[src/rtl/multdiv_unit.sv]
// rtl/multdiv_unit.sv - iterative signed 32-bit shift-and-add multiply / restoring divide unit
module multdiv_unit #(
  parameter int WIDTH = 32,
  parameter int CNT_W = 6
) (
  input  logic             clock,
  input  logic             reset,
  input  logic             ctrl_MULT,
  input  logic             ctrl_DIV,
  input  logic [WIDTH-1:0] data_operandA,
  input  logic [WIDTH-1:0] data_operandB,
  output logic [WIDTH-1:0] data_result,
  output logic             data_exception,
  output logic             data_resultRDY
);

  typedef enum logic [1:0] {IDLE, MULT, DIV, DONE} state_t;

  // Largest product magnitudes that still fit a signed result of each sign.
  localparam logic [2*WIDTH-1:0] POS_MAX = {{(WIDTH+1){1'b0}}, {(WIDTH-1){1'b1}}};
  localparam logic [2*WIDTH-1:0] NEG_MAX = {{WIDTH{1'b0}}, 1'b1, {(WIDTH-1){1'b0}}};
  localparam logic [WIDTH-1:0]   INT_MIN = {1'b1, {(WIDTH-1){1'b0}}};

  state_t               state;
  logic [CNT_W-1:0]     counter;
  logic [WIDTH-1:0]     mag_b;
  logic [WIDTH-1:0]     mplier;
  logic [2*WIDTH-1:0]   mcand;
  logic [2*WIDTH-1:0]   acc;
  logic [2*WIDTH-1:0]   rq;
  logic                 neg;
  logic                 is_div;
  logic                 div_zero;
  logic                 div_ovf;

  logic                 start;
  logic [WIDTH-1:0]     abs_a;
  logic [WIDTH-1:0]     abs_b;
  logic [2*WIDTH-1:0]   rq_shift;
  logic [WIDTH:0]       div_diff;
  logic [WIDTH-1:0]     done_result;
  logic                 done_exc;
  logic                 last_step;

  // Operand magnitudes, one restoring-divide trial step, and the final sign/exception fixup.
  always_comb begin
    start     = ctrl_MULT ^ ctrl_DIV;
    abs_a     = data_operandA[WIDTH-1] ? -data_operandA : data_operandA;
    abs_b     = data_operandB[WIDTH-1] ? -data_operandB : data_operandB;
    rq_shift  = rq << 1;
    div_diff  = {1'b0, rq_shift[2*WIDTH-1:WIDTH]} - {1'b0, mag_b};
    last_step = (counter == CNT_W'(WIDTH - 1));
    done_result = '0;
    done_exc    = 1'b0;
    if (is_div) begin
      if (div_zero) begin
        done_result = '0;
        done_exc    = 1'b1;
      end else begin
        done_result = neg ? -rq[WIDTH-1:0] : rq[WIDTH-1:0];
        done_exc    = div_ovf;
      end
    end else begin
      done_result = neg ? -acc[WIDTH-1:0] : acc[WIDTH-1:0];
      done_exc    = neg ? (acc > NEG_MAX) : (acc > POS_MAX);
    end
  end

  // Control FSM and datapath registers; a valid start pulse restarts from any state.
  always_ff @(posedge clock) begin
    if (reset) begin
      state          <= IDLE;
      counter        <= '0;
      mag_b          <= '0;
      mplier         <= '0;
      mcand          <= '0;
      acc            <= '0;
      rq             <= '0;
      neg            <= 1'b0;
      is_div         <= 1'b0;
      div_zero       <= 1'b0;
      div_ovf        <= 1'b0;
      data_result    <= '0;
      data_exception <= 1'b0;
      data_resultRDY <= 1'b0;
    end else if (start) begin
      state          <= ctrl_DIV ? DIV : MULT;
      counter        <= '0;
      mag_b          <= abs_b;
      mplier         <= abs_b;
      mcand          <= {{WIDTH{1'b0}}, abs_a};
      acc            <= '0;
      rq             <= {{WIDTH{1'b0}}, abs_a};
      neg            <= data_operandA[WIDTH-1] ^ data_operandB[WIDTH-1];
      is_div         <= ctrl_DIV;
      div_zero       <= (data_operandB == '0);
      div_ovf        <= (data_operandA == INT_MIN) && (data_operandB == '1);
      data_resultRDY <= 1'b0;
    end else begin
      data_resultRDY <= 1'b0;
      case (state)
        MULT: begin
          if (mplier[0]) acc <= acc + mcand;
          mcand   <= mcand << 1;
          mplier  <= mplier >> 1;
          counter <= counter + 1'b1;
          if (last_step) state <= DONE;
        end
        DIV: begin
          if (!div_diff[WIDTH]) rq <= {div_diff[WIDTH-1:0], rq_shift[WIDTH-1:1], 1'b1};
          else                  rq <= rq_shift;
          counter <= counter + 1'b1;
          if (last_step) state <= DONE;
        end
        DONE: begin
          // First DONE edge publishes the result; the pulse edge after it returns to IDLE.
          if (!data_resultRDY) begin
            data_result    <= done_result;
            data_exception <= done_exc;
            data_resultRDY <= 1'b1;
          end else begin
            state <= IDLE;
          end
        end
        default: state <= IDLE;
      endcase
    end
  end

endmodule

[config.mk]
export PLATFORM = sky130hd
export DESIGN_NAME = multdiv_unit
export DESIGN_NICKNAME = d
export VERILOG_FILES = /design/src/rtl/multdiv_unit.sv
export SDC_FILE = /design/constraint.sdc
export NUM_CORES = 1
export LEC_CHECK = 0
export CORE_MARGIN = 2
export CORE_UTILIZATION = 70
export CTS_CLUSTER_DIAMETER = 80
export DETAILED_ROUTE_END_ITERATION = 8
export DONT_BUFFER_PORTS = 1
export PLACE_DENSITY = 0.88
export SLEW_MARGIN = 0
export SYNTH_ARGS = -nofsm -noshare
export SYNTH_HDL_FRONTEND = slang
export SYNTH_SLANG_ARGS = --single-unit
[constraint.sdc]
create_clock -name clock -period 5.6 [get_ports clock]
set_input_delay 0.56 -clock clock [delete_from_list [all_inputs] [get_ports clock]]
set_output_delay 0.56 -clock clock [all_outputs]
set_load 0.1 [all_outputs]
==> impl_metrics.csv <==
group,metric,value,unit
grt,gr-usage-all-layers,38.0,%
clocking,htreeDepth,2,
synth,synth_area,19600,sq um
synth,async_flop_share,0,%
timing,fin_crit_sh,71.4,%
place,pre_cts_ws,1.75,ns
pwr,pwr_density_cell,288,nW/um^2
drt,totalWireLength,57.0,mm
timing,fin_worst_skew,0.0247,ns
critical_path,cp_common_cell,"a21oi_1",
drt,first_pass_iters,7,
layout,final_util,75.5,%
layout,fillers,2049,
synth,synth-edff-count,0,
clocking,post-cts-setup-buffers,0,
die,core,27700,sq um
clocking,cts_tree,"done",
flow_run,max-cap-violations,0,
drt,drc,0,
grt,grt_pass1_vias,17000,
timing,tns,0,ns
critical_path,crit_path_top_delay_cell,"or2_2",
pwr,ir_drop,0.288,mV
critical_path,crit_fanout,26,
die,die-area,29400,sq um
synth,yosysWarnings,0,
die,io_pins,102,
critical_path,start_kind,"flop",
critical_path,r2r_cells,13,
die,die_x,171,um
synth,synthFlopType,"dfxtp_1",
die,die_h,171,um
status,status,"complete, no violations",
clocking,postCtsHoldBufs,0,
synth,synthCells,2407,
layout,nets,2484,
timing,rsz0062_at_grt,"false",
critical_path,cp.arrival,4.35,ns
timing,maxSlewViolCount,0,
drt,via_count,18200,
clocking,cts_resized,0,
critical_path,crit_family,"compound AO/OA/AOI/OAI gates",
place,dp.cells,2652,
timing,fin_crit,4.00,ns
critical_path,max_stage_delay,0.68,ns
critical_path,critPathRequiredTime,5.95,ns
place,port_buffers,0,
layout,syn2layout_area_growth,6.62,%
synth,yosysUniqueCellTypes,75,
worst_hold_path,holdPathStages,1,
synth,ys_ff_latch,301,
timing,setup-violations-final,0,
critical_path,cp_num_buf_inv,1,
layout,fin_cells,2712,
clocking,cts_buffers,34,
layout,final_layout_size_suffix_gt1_share,4.71,%
clocking,path_clk_slew,0.06,ns
synth,synth_nets,2581,
critical_path,cp_num_cells,13,
drt,via_per_inst,6.72,
layout,post-route-cell-area,20900,sq um
synth,syn_avg_cell_area,8.15,sq um
drt,antenna_left,0,
place,place_congestion,0.974,
drt,drt_iter0_markers,1993,
grt,overflow,0,
timing,fmax,250,MHz
worst_hold_path,hp-class,"in2reg",
critical_path,critical_path_class,"reg2reg",
die,rows,61,
timing,relSlewSlack,23.9,%
place,place_area,19700,sq um
timing,fin_ws,1.60,ns
clocking,clock_path_buffers,3,
clocking,ctsRootBufferMaster,"clkbuf_16",
clocking,clock_latency,0.53,ns
critical_path,crit_chain,"inv_1, ha_1, fa_1, nor2b_1, o21ai_1, a21oi_1, nor4bb_1, o31ai_1, o211ai_1, a31oi_1, or2_2, mux2i_1, a21oi_1",
timing,hold_viol_final,0,
layout,antenna_cells,0,
die,initial_utilization,70.8,%
place,hpwl,39.8,mm
drt,drt-wirelength-per-cell,21.0,um
timing,worstMarginPinSlew,1.14,ns
pwr,power_leakage,0.00820,uW
clocking,clkSinkCount,301,
synth,seq_area_frac_synth,30.7,%
grt,grt_pass1_wl,89.5,mm
grt,grt_max_degree,111,
grt,antenna_found_initial,0,
critical_path,critPathCaptureType,"flop",
area by class of cell:
type / instances / area, sq um / area share [%]
multi-input cells: 1885 / 12800 / 61.3
clock inverters: 12 / 191 / 0.916
clock buffers: 48 / 1020 / 4.90
repair buffers: 13 / 97.6 / 0.467
inverters: 75 / 282 / 1.35
flip-flops and latches: 301 / 6030 / 28.8
well taps: 378 / 473 / 2.26
layout by cell type, fill, tap and decap left out, types with 10 or more instances in the layout:
cell type,Yosys,layout
nor3_1,29,29
a21o_1,65,65
mux2i_1,143,143
nand4_1,43,43
o21bai_1,22,22
clkbuf_8,0,10
nand2_1,235,235
ha_1,104,102
a21boi_0,110,110
o41ai_1,15,15
nor2b_1,13,13
o31ai_1,41,41
or4_1,18,18
nand3_1,38,38
dfxtp_1,301,300
a21oi_1,224,224
o211ai_1,14,14
inv_1,75,75
a31oi_1,21,21
clkbuf_16,0,35
o221ai_1,29,29
xor2_1,145,144
nand2b_1,12,11
o21ai_0,145,145
a211oi_1,20,20
buf_4,0,13
or3_1,22,22
nor2_1,153,151
o21a_1,11,11
xnor2_1,58,57
nor4_1,22,22
o21ai_1,10,10
and3_1,11,11
layer usage:
layer | track usage [%] | part of all wire [%] | up-vias
li1 | - | - | 8564
met1 | 49.1 | 41 | 8642
met2 | 62.8 | 46 | 822
met3 | 4.79 | 6.8 | 187
met4 | 19.0 | 5.3 | 0
met5 | 0 | 0 | -
path summary, 6_finish.rpt:
kind,from,to,slack [ns]
max,rq[31],rq[44],1.60
max reg2reg,rq[31],rq[44],1.60
min,reset,data_result[28],0.15
min reg2reg,div_ovf,div_ovf,0.46
synth_stat cells (all sizes together), types with 6 or more instances:
cell type / count / area [sq um]
dfxtp: 301 / 6030
nand2: 235 / 882
a21oi: 224 / 1120
o21ai: 157 / 793
nor2: 153 / 574
xor2: 145 / 1270
mux2i: 143 / 1430
clkbuf: 123 / 462
a21boi: 118 / 886
ha: 104 / 1300
inv: 75 / 282
a21o: 65 / 488
xnor2: 58 / 508
nand4: 43 / 269
o31ai: 43 / 333
nand3: 38 / 190
nor3: 29 / 145
o221ai: 29 / 254
or3: 25 / 171
buf: 23 / 97.6
nor4: 23 / 159
o21bai: 22 / 165
or4: 22 / 180
a31oi: 21 / 131
a211oi: 20 / 150
o41ai: 15 / 131
o211ai: 14 / 105
nor2b: 13 / 81.3
nand2b: 12 / 75.1
and3: 11 / 68.8
o21a: 11 / 82.6
or2: 10 / 62.6
a221oi: 8 / 70.1
a31o: 6 / 52.6
a41oi: 6 / 52.6
nor3b: 6 / 45.0
power breakdown:
| group | internal, uW | total, uW | switching (uW) |
|---|---|---|---|
| clock | 1510 | 2420 | 918 |
| combinational | 450 | 1160 | 709 |
| sequential | 2270 | 2440 | 165 |
| total | 4230 | 6020 | 1790 |
metrics by stage:
stage               hold WS [ns]  power, uW
finish                     0.151       6020
global route               0.143       6220
detailed placement         0.447       3590
CTS                        0.124       6000
floorplan                  0.420       3330
global placement           0.443       3550
worst register-to-register path, stage by stage, from the launching register on:
cell and delay, ns:
dfxtp_1 0.36, inv_1 0.08, ha_1 0.22, fa_1 0.41, nor2b_1 0.13, o21ai_1 0.09
a21oi_1 0.21, nor4bb_1 0.10, o31ai_1 0.57, o211ai_1 0.28, a31oi_1 0.29, or2_2 0.68
mux2i_1 0.32, a21oi_1 0.11
flip-flops by register name, indices dropped and copies added, names as in the netlist:
| name | cells |
|---|---|
| counter | 6 |
| neg | 1 |
| mag_b | 32 |
| acc | 64 |
| is_div | 1 |
| data_result | 32 |
| div_zero | 1 |
| mplier | 32 |
| data_resultRDY | 1 |
| state | 2 |
| mcand | 64 |
| div_ovf | 1 |
| data_exception | 1 |
| rq | 63 |
kinds of logic (layout without fill, tap and decap cells):
kind of cell | Yosys count | after routing | share of synthesized area (%)
compound gates | 790 | 790 | 26.0
simple gates | 641 | 641 | 15.7
flops | 301 | 301 | 30.7
buf+inv | 221 | 148 | 4.29
xor+xnor | 203 | 203 | 9.07
mux | 144 | 144 | 7.36
fa+ha+maj | 107 | 107 | 6.89
Power figures use the tool's default switching activity.
